**config.mk**
```make
export PLATFORM = sky130hd
export DESIGN_NAME = cve2_clock_ctrl_flat
export DESIGN_NICKNAME = d
export VERILOG_FILES = /design/src/rtl/cve2_clock_ctrl_if.sv /design/src/rtl/cve2_clock_ctrl.sv /design/src/flat_wrapper.sv
export SDC_FILE = /design/constraint.sdc
export NUM_CORES = 1
export LEC_CHECK = 0
export ABC_AREA = 1
export BUFFER_PORTS_ARGS = -buffer_cell sky130_fd_sc_hd__buf_2
export CAP_MARGIN = 20
export CORE_ASPECT_RATIO = 0.9
export CORE_MARGIN = 1
export CORE_UTILIZATION = 56
export CTS_BUF_LIST = sky130_fd_sc_hd__clkbuf_16
export CTS_CLUSTER_DIAMETER = 30
export CTS_CLUSTER_SIZE = 25
export DETAILED_ROUTE_END_ITERATION = 7
export PLACE_DENSITY = 0.79
export RECOVER_POWER = 100
export SLEW_MARGIN = 20
export SYNTH_ARGS = -nofsm -noshare
export SYNTH_HDL_FRONTEND = slang
export SYNTH_SLANG_ARGS = --single-unit
```
**constraint.sdc**
```tcl
create_clock -name clk_i -period 2.2 [get_ports clk_i]
set_input_delay 0.55 -clock clk_i [delete_from_list [all_inputs] [get_ports clk_i]]
set_output_delay 0.55 -clock clk_i [all_outputs]
set_load 0.05 [all_outputs]
```
**src/rtl/cve2_clock_ctrl_if.sv**
```systemverilog
// Purpose : control/status bundle between the cve2 clock/sleep controller and its environment.
// Latency : n/a (signal bundle only).
// Backpress: none; all signals are levels sampled every cycle.
// Ports   : fetch_enable_i, core_busy_i, wake_i, wake_mask_i, force_en_i (into controller);
//           fetch_enable_o, clock_en_o, core_sleep_o, wake_cause_o, sleep_cycles_o (out of controller).
interface cve2_clock_ctrl_if #(
   parameter int unsigned NumWake       = 4,
   parameter int unsigned SleepCntWidth = 32
);
   logic                     fetch_enable_i;
   logic                     core_busy_i;
   logic [NumWake-1:0]       wake_i;
   logic [NumWake-1:0]       wake_mask_i;
   logic                     force_en_i;
   logic                     fetch_enable_o;
   logic                     clock_en_o;
   logic                     core_sleep_o;
   logic [NumWake-1:0]       wake_cause_o;
   logic [SleepCntWidth-1:0] sleep_cycles_o;

   // Environment side: drives requests, observes gating status.
   modport master (
      output fetch_enable_i, core_busy_i, wake_i, wake_mask_i, force_en_i,
      input  fetch_enable_o, clock_en_o, core_sleep_o, wake_cause_o, sleep_cycles_o
   );

   // Controller side.
   modport slave (
      input  fetch_enable_i, core_busy_i, wake_i, wake_mask_i, force_en_i,
      output fetch_enable_o, clock_en_o, core_sleep_o, wake_cause_o, sleep_cycles_o
   );
endinterface

```
**src/rtl/cve2_clock_ctrl.sv**
```systemverilog
// Purpose : core clock-gating and sleep controller (sticky fetch enable, idle hysteresis, maskable wake).
// Latency : gating after IdleHyst+1 idle cycles; wake raises clock_en_o combinationally in the same cycle.
// Backpress: none; level inputs, no handshake.
// Ports   : clk_i ungated clock, rst_i sync active-high reset, bus (slave modport of cve2_clock_ctrl_if).
module cve2_clock_ctrl #(
   parameter int unsigned NumWake       = 4,
   parameter int unsigned IdleHyst      = 8,
   parameter int unsigned SleepCntWidth = 32
) (
   input  logic                  clk_i,
   input  logic                  rst_i,
   cve2_clock_ctrl_if.slave      bus
);

   localparam int unsigned CntW = (IdleHyst == 0) ? 1 : $clog2(IdleHyst + 1);
   localparam logic [CntW-1:0]          CntMax = CntW'(IdleHyst);
   localparam logic [CntW-1:0]          CntOne = CntW'(1);
   localparam logic [SleepCntWidth-1:0] SlpMax = '1;
   localparam logic [SleepCntWidth-1:0] SlpOne = SleepCntWidth'(1);

   typedef enum logic [1:0] {
      ST_OFF,
      ST_RUN,
      ST_DRAIN,
      ST_SLEEP
   } state_e;

   state_e                   r_state;
   state_e                   w_state_nxt;
   logic [CntW-1:0]          r_cnt;
   logic [CntW-1:0]          w_cnt_nxt;
   logic                     r_fen;
   logic                     r_busy;
   logic [NumWake-1:0]       r_cause;
   logic [NumWake-1:0]       w_cause_nxt;
   logic [SleepCntWidth-1:0] r_slp_cnt;

   logic [NumWake-1:0]       w_wake_vec;
   logic                     w_wake_any;
   logic                     w_idle;
   logic                     w_fsm_clk_en;
   logic                     w_slp_inc;
   logic                     w_clk_en;

   // Masking is applied combinationally so a mask change acts in the same cycle.
   assign w_wake_vec = bus.wake_i & bus.wake_mask_i;
   assign w_wake_any = |w_wake_vec;
   assign w_idle     = !r_busy && !w_wake_any;

   always_ff @(posedge clk_i) begin
      if (rst_i) begin
         r_state   <= ST_OFF;
         r_cnt     <= '0;
         r_fen     <= 1'b0;
         r_busy    <= 1'b0;
         r_cause   <= '0;
         r_slp_cnt <= '0;
      end else begin
         r_fen     <= r_fen | bus.fetch_enable_i;
         r_busy    <= bus.core_busy_i;
         r_state   <= w_state_nxt;
         r_cnt     <= w_cnt_nxt;
         r_cause   <= w_cause_nxt;
         if (w_slp_inc && (r_slp_cnt != SlpMax)) begin
            r_slp_cnt <= r_slp_cnt + SlpOne;
         end
      end
   end

   always_comb begin
      w_state_nxt  = r_state;
      w_cnt_nxt    = r_cnt;
      w_cause_nxt  = r_cause;
      w_fsm_clk_en = 1'b0;
      w_slp_inc    = 1'b0;
      case (r_state)
         ST_OFF: begin
            if (r_fen) begin
               w_state_nxt = ST_RUN;
            end
         end
         ST_RUN: begin
            w_fsm_clk_en = 1'b1;
            if (w_idle) begin
               if (IdleHyst == 0) begin
                  w_state_nxt = ST_SLEEP;
               end else begin
                  w_state_nxt = ST_DRAIN;
                  w_cnt_nxt   = CntOne;
               end
            end
         end
         ST_DRAIN: begin
            w_fsm_clk_en = 1'b1;
            // Any activity (including a wake arriving on the final count) restarts the hysteresis.
            if (!w_idle) begin
               w_state_nxt = ST_RUN;
               w_cnt_nxt   = '0;
            end else if (r_cnt == CntMax) begin
               w_state_nxt = ST_SLEEP;
            end else begin
               w_cnt_nxt = r_cnt + CntOne;
            end
         end
         ST_SLEEP: begin
            // Combinational so the wake edge reaches the core without a cycle of delay.
            w_fsm_clk_en = w_wake_any | r_busy;
            if (w_wake_any || r_busy) begin
               w_state_nxt = ST_RUN;
               w_cause_nxt = w_wake_vec;
            end else begin
               w_slp_inc = 1'b1;
            end
         end
         default: begin
            w_state_nxt = ST_OFF;
         end
      endcase
   end

   // The override only touches the output enable; FSM and counters are unaffected.
   assign w_clk_en = bus.force_en_i | w_fsm_clk_en;

   assign bus.fetch_enable_o = r_fen;
   assign bus.clock_en_o     = w_clk_en;
   assign bus.core_sleep_o   = r_fen & !w_clk_en;
   assign bus.wake_cause_o   = r_cause;
   assign bus.sleep_cycles_o = r_slp_cnt;

endmodule

```
**src/flat_wrapper.sv**
```systemverilog
// flat-port wrapper written by rule: the top's interface ports become plain ports
module cve2_clock_ctrl_flat 
#(
   parameter int unsigned NumWake       = 4,
   parameter int unsigned IdleHyst      = 8,
   parameter int unsigned SleepCntWidth = 32
)
  (clk_i, rst_i, bus_fetch_enable_i, bus_core_busy_i, bus_wake_i, bus_wake_mask_i, bus_force_en_i, bus_fetch_enable_o, bus_clock_en_o, bus_core_sleep_o, bus_wake_cause_o, bus_sleep_cycles_o);
  cve2_clock_ctrl_if #(.NumWake(NumWake), .SleepCntWidth(SleepCntWidth)) bus_i ();
  input  logic clk_i;
  input  logic rst_i;
  input wire logic [$bits(bus_i.fetch_enable_i)-1:0] bus_fetch_enable_i;
  input wire logic [$bits(bus_i.core_busy_i)-1:0] bus_core_busy_i;
  input wire logic [$bits(bus_i.wake_i)-1:0] bus_wake_i;
  input wire logic [$bits(bus_i.wake_mask_i)-1:0] bus_wake_mask_i;
  input wire logic [$bits(bus_i.force_en_i)-1:0] bus_force_en_i;
  output wire logic [$bits(bus_i.fetch_enable_o)-1:0] bus_fetch_enable_o;
  output wire logic [$bits(bus_i.clock_en_o)-1:0] bus_clock_en_o;
  output wire logic [$bits(bus_i.core_sleep_o)-1:0] bus_core_sleep_o;
  output wire logic [$bits(bus_i.wake_cause_o)-1:0] bus_wake_cause_o;
  output wire logic [$bits(bus_i.sleep_cycles_o)-1:0] bus_sleep_cycles_o;
  assign bus_i.fetch_enable_i = bus_fetch_enable_i;
  assign bus_i.core_busy_i = bus_core_busy_i;
  assign bus_i.wake_i = bus_wake_i;
  assign bus_i.wake_mask_i = bus_wake_mask_i;
  assign bus_i.force_en_i = bus_force_en_i;
  assign bus_fetch_enable_o = bus_i.fetch_enable_o;
  assign bus_clock_en_o = bus_i.clock_en_o;
  assign bus_core_sleep_o = bus_i.core_sleep_o;
  assign bus_wake_cause_o = bus_i.wake_cause_o;
  assign bus_sleep_cycles_o = bus_i.sleep_cycles_o;
  cve2_clock_ctrl #(.NumWake(NumWake), .IdleHyst(IdleHyst), .SleepCntWidth(SleepCntWidth)) u_core (.clk_i(clk_i), .rst_i(rst_i), .bus(bus_i));
endmodule
```
* Yosys cells after proc, flatten, opt, wreduce, memory -nomap -nowiden
Cells that the tools add are included.
Widths: inputs -> output; s select.
** Word-level totals
- Input bits :: 13
- Word-level logic and storage cells :: 49
- Output and inout bits :: 39
- Register bits :: 44
** Cells by class
- Bitwise operators :: 5
- Equal/unequal tests :: 10
- Add/sub/neg operators :: 2
- Reduce and logical (&&, ||, !) cells :: 13
- Multiplexer cells :: 13
** Operator list (count)
- $add 32x1->32 const B :: 1
- $ne 32x32->1 const B :: 1
- $mux 4 :: 3
- $mux 2 :: 5
- $pmux 2 s4 :: 1
- $pmux 4 s2 :: 1
- $ne 2x1->1 const B :: 3
- $ne 3x3->1 const B :: 2
- $add 4x1->4 const B :: 1
- $and 4x4->4 :: 1
- $eq 2x2->1 const B :: 2
- $eq 4x4->1 const B :: 1
- $reduce_and 4->1 :: 1
- $reduce_or 4->1 :: 1
- $logic_not 1->1 :: 3
- $or 1x1->1 :: 3
- $reduce_and 3->1 :: 1
- $eq 2x1->1 const B :: 1
- $logic_and 1x1->1 :: 2
- $logic_not 2->1 :: 1
- $mux 1 :: 2
- $pmux 1 s2 :: 1
- $reduce_and 2->1 :: 1
- $reduce_bool 2->1 :: 1
- 3 further kinds :: 3

* Depth between registers and ports, before layout
- Depth after elaboration :: 7
- Mapped depth :: 10
- Depth with buffers taken out :: 10

* Worst setup path after synthesis
Ideal clock, no wire load.
- Path kind :: input -> output
- From :: in bus_wake_i[3]
- To :: out bus_core_sleep_o
- Path slack :: -0.569 ns
- Stages :: 7
- Path buffers :: 0
- Data arrival time :: 2.219 ns
- Required time :: 1.650 ns
- Cell sequence :: nand2_1 -> nand3_1 -> nor2_2 -> nor2_1 -> nor2_1 -> o21bai_1 -> nor2_1
** On the way
- Cells in the longest elaborated chain, start to end :: 7
** RTL lines
- from (decl) :: RTL line flat_wrapper.sv:14 : input wire logic [$bits(bus_i.wake_i)-1:0] bus_wake_i;
- $and 4x4->4 :: RTL line cve2_clock_ctrl.sv:46 : assign w_wake_vec = bus.wake_i & bus.wake_mask_i;
- $reduce_or 4->1 :: RTL line cve2_clock_ctrl.sv:47 : assign w_wake_any = |w_wake_vec;
- $or 1x1->1 :: RTL line cve2_clock_ctrl.sv:107 : w_fsm_clk_en = w_wake_any | r_busy;
- $pmux 1 s2 :: RTL line cve2_clock_ctrl.sv:76 : case (r_state)
- $or 1x1->1 :: RTL line cve2_clock_ctrl.sv:122 : assign w_clk_en = bus.force_en_i | w_fsm_clk_en;
- via bus_clock_en_o :: RTL line flat_wrapper.sv:18 : output wire logic [$bits(bus_i.clock_en_o)-1:0] bus_clock_en_o;
- $logic_not 1->1 :: RTL line cve2_clock_ctrl.sv:126 : assign bus.core_sleep_o = r_fen & !w_clk_en;
- $and 1x1->1 :: RTL line cve2_clock_ctrl.sv:126
- to (decl) :: RTL line flat_wrapper.sv:19 : output wire logic [$bits(bus_i.core_sleep_o)-1:0] bus_core_sleep_o;
The timed path passes the listed nets, and every way through them passes these cells.

* Worst setup path in the final report
- From :: reg u_core.r_state[0]
- To :: out bus_core_sleep_o
** On the way
- Cells in the longest elaborated chain, start to end :: 6
- Elaborated cells on any way between the ends :: 8
- Classes of those cells :: 3 x eq/ne; 1 x mux; 2 x bitwise; 2 x reduce/logical
** RTL lines
- from (decl) :: RTL line cve2_clock_ctrl.sv:28 : state_e r_state;
- from (signal assigned) :: RTL line cve2_clock_ctrl.sv:61 : r_state <= w_state_nxt;
- $eq 2x1->1 / $eq 2x2->1 (equally long branches) :: RTL line cve2_clock_ctrl.sv:76
- $reduce_or 2->1 (no source line)
- $pmux 1 s2 * :: RTL line cve2_clock_ctrl.sv:76
- $or 1x1->1 * :: RTL line cve2_clock_ctrl.sv:122
- $logic_not 1->1 * :: RTL line cve2_clock_ctrl.sv:126
- $and 1x1->1 * :: RTL line cve2_clock_ctrl.sv:126
Mark *: on every way between the ends. The rest lies on a longest branch, timed or not.

==> impl_metrics.ini <==
[cts]
htreeDepth = 2
post-cts-setup-buffers = 0
numCtsBuffers = 5
clockBufferDepth = 2
clkSlewWorstSetupHoldPaths_ps = 60
clock_sinks = 44
cts_root_buf = clkbuf_16
clock_latency_ps = 290
ctsHoldBuffers = 0
cts_tree = built

[logic_synthesis]
yosysWarnings = 0
ys.flop_type = dfxtp_1
syn_nets = 456
yosys-top-cells-area = dfxtp_1 (32%), nand2_1 (18%), nor2_1 (13%), a21oi_1 (4.7%), nand3_1 (4.3%)
synthArstFlopShare = 0
synth.most_common_cell = nand2_1
netlist_area_sq_um = 2780
synthDistinctLibCells = 27
seq_area_frac_synth = 0.317
ys_ff_latch = 44
syn_area_per_cell_sq_um = 6.39
synthTopCellsByCount = nand2_1 (131), nor2_1 (96), dfxtp_1 (44)
syn_inst = 434
synth_top_area_share = 0.317
synth_edf_count = 0
yosys.area.top_type = dfxtp_1

[critical_path]
arrival_ps = 1540
critical_path_class = flip-flop to primary output
worstSetupStartpoint = u_core.r_state[0]
r2r_start = u_core.bus.sleep_cycles_o[0]
r2r_end = u_core.bus.sleep_cycles_o[3]
cp_slowest_cell = dfxtp_2
r2r_cells = 9
rrSetupSlack_ps = 260
crit_required_ps = 1650
start_kind = flip-flop
cp_max_fo = 5
crit_chain = inv_1, ha_4, nor2_2, o21bai_4, nor2_4, buf_4
max_stage_delay_ps = 360
worst_setup_path_end_kind = primary output
crit_path_end = bus_core_sleep_o

[pwr]
internal_power_uw = 1430
combPwrFrac = 0.241
seq_power_share = 0.416
ir_worst_vdd_mv = 0.395
p_switching_uw = 691
switching_share = 0.326
p_clk_frac = 0.343
cellPowerDensity_nw_per_um2 = 655
power_uw = 2120
p_leak_uw = 0.00128

[cells_and_area]
instances_no_fill = 558
area_growth_pct = 16.7
final_nets = 517
antenna_cells = 0
drive_gt1_frac = 0.125

[die]
initial_core_util = 0.603
core_area_sq_um = 4600
die_h_um = 68.8
die_w_um = 76.2
die-area_sq_um = 5240
rows = 23
ios = 52

[detailed_routing]
drc = 0
vias = 2897
drtPass1Iterations = 5
drt_wl_total_mm = 6.97
drtIter0Drc = 181
final_antenna_net_count = 0
drt-vias-per-instance = 5.19
wl_per_cell_um = 12.5

[global_route]
antenna_found_initial = 0
grt_max_degree = 25
grt_pass1_wl_mm = 11.5
overflow = 0
grt_usage = 0.283
grt_pass1_vias = 2546

[sta]
worstMarginPinSlew_ps = 1190
slew_headroom = 0.204
fmax_ghz = 0.478
rsz0062_at_grt = no
final_max_slew_viol_count = 0
period_minus_slack_ps = 2090
clock_skew_ps = 5.22
setup_viol = 0
finalCritPeriodShare = 0.951
setup_tns_ps = 0
finalHoldViolCount = 0
setup_slack_ps = 107

[placement]
dp_cells = 550
pre_cts_ws_ps = 35.7
gp_congestion = 0.920
portBuffers = 51
hpwl_mm = 5.17

[min_path]
hold_path.class = flip-flop to flip-flop
whs_path_depth = 2

[flow_run]
maxCapViolCount = 0

[outcome]
status = finished clean
-- stage by stage --
step	area, sq um	hold WS (ps)	util
after global placement	3160	446	0.687
after detailed placement	3160	450	0.687
after global routing	3240	483	0.703
after floorplan	2790	493	-
final	3240	460	0.703
after CTS	3320	460	0.721
-- cell usage in the layout (no fill, tap or decap) --
| cell type | count |
|---|---|
| a21oi_1 | 26 |
| a21oi_2 | 8 |
| a21oi_4 | 1 |
| and2_1 | 1 |
| buf_2 | 12 |
| buf_4 | 10 |
| clkbuf_1 | 40 |
| clkbuf_16 | 5 |
| clkbuf_2 | 1 |
| clkinv_1 | 1 |
| clkinv_2 | 2 |
| dfxtp_1 | 43 |
| dfxtp_2 | 1 |
| ha_1 | 8 |
| ha_4 | 1 |
| inv_1 | 29 |
| inv_2 | 2 |
| nand2_1 | 139 |
| nand2_2 | 8 |
| nand2_4 | 1 |
| nand3_1 | 24 |
| nand3_4 | 1 |
| nand3b_1 | 3 |
| nand4_1 | 2 |
| nor2_1 | 94 |
| nor2_2 | 2 |
| nor2_4 | 5 |
| nor2_8 | 1 |
| nor3_1 | 1 |
| o21ai_0 | 10 |
| o21bai_4 | 1 |
| xnor2_1 | 2 |
| xor2_1 | 11 |
-- worst max-delay path: cells and delay by family (launching register included) --
kind                     cells  cell delay, ps
AO/OA/AOI/OAI                1              80
adder cells (fa/ha/maj)      1             280
buffers and inverters        2             300
flip-flops                   1             360
AND/OR/NAND/NOR              2             230
-- sequential cells by signal (all words and copies together) (netlist names) --
signal and count:
u_core.bus.fetch_enable_o 1, u_core.r_busy 1, u_core.r_cnt 4, u_core.bus.wake_cause_o 4, u_core.r_state 2, u_core.bus.sleep_cycles_o 32
-- power by group through the flow --
stage	registers, uW	logic, uW	clock network, uW
floorplan	930	326	0
global placement	894	454	0
detailed placement	896	473	0
CTS	879	519	735
global route	887	570	756
finish	883	512	727
-- worst min-delay path by stage --
stage / from / end / slack [ps]
after floorplan: u_core.r_cnt[2] / u_core.r_cnt[2] / 490
after global placement: u_core.bus.wake_cause_o[0] / u_core.bus.wake_cause_o[0] / 450
after detailed placement: u_core.bus.wake_cause_o[2] / u_core.bus.wake_cause_o[2] / 450
after CTS: u_core.bus.wake_cause_o[2] / u_core.bus.wake_cause_o[2] / 460
after global routing: bus_core_busy_i / u_core.r_busy / 480
final: u_core.bus.wake_cause_o[2] / u_core.bus.wake_cause_o[2] / 460
-- routing by layer --
layer / wire (um) / up-vias / global-route usage
li1: - / 1488 / -
met1: 3230 / 1281 / 0.361
met2: 3130 / 114 / 0.489
met3: 481 / 14 / 0.0474
met4: 121 / 0 / 0.108
met5: 0 / - / 0
-- kinds of logic (layout without fill, tap and decap cells) --
kind of cell | count (synthesis) | after routing | synth area share
xor+xnor | 13 | 13 | 0.0410
flops | 44 | 44 | 0.317
compound gates | 46 | 46 | 0.0987
fa+ha+maj | 9 | 9 | 0.0406
simple gates | 282 | 282 | 0.441
buf+inv | 40 | 102 | 0.0613
-- layout make-up --
type / instances / area (sq um)
Tap cell: 62 / 77.6
Sequential cell: 44 / 882
Timing Repair Buffer: 63 / 290
Inverter: 31 / 116
Fill cell: 432 / 1370
Clock inverter: 3 / 13.8
Clock buffer: 5 / 125
Multi-Input combinational cell: 350 / 1730
-- timing repair --
action / CTS / global route
gates resized for setup: 3 / 4
endpoints found under the hold margin: 0 / 0
setup endpoints to repair: 2 / 2
Note: power is estimated with default switching activity, not from simulation.
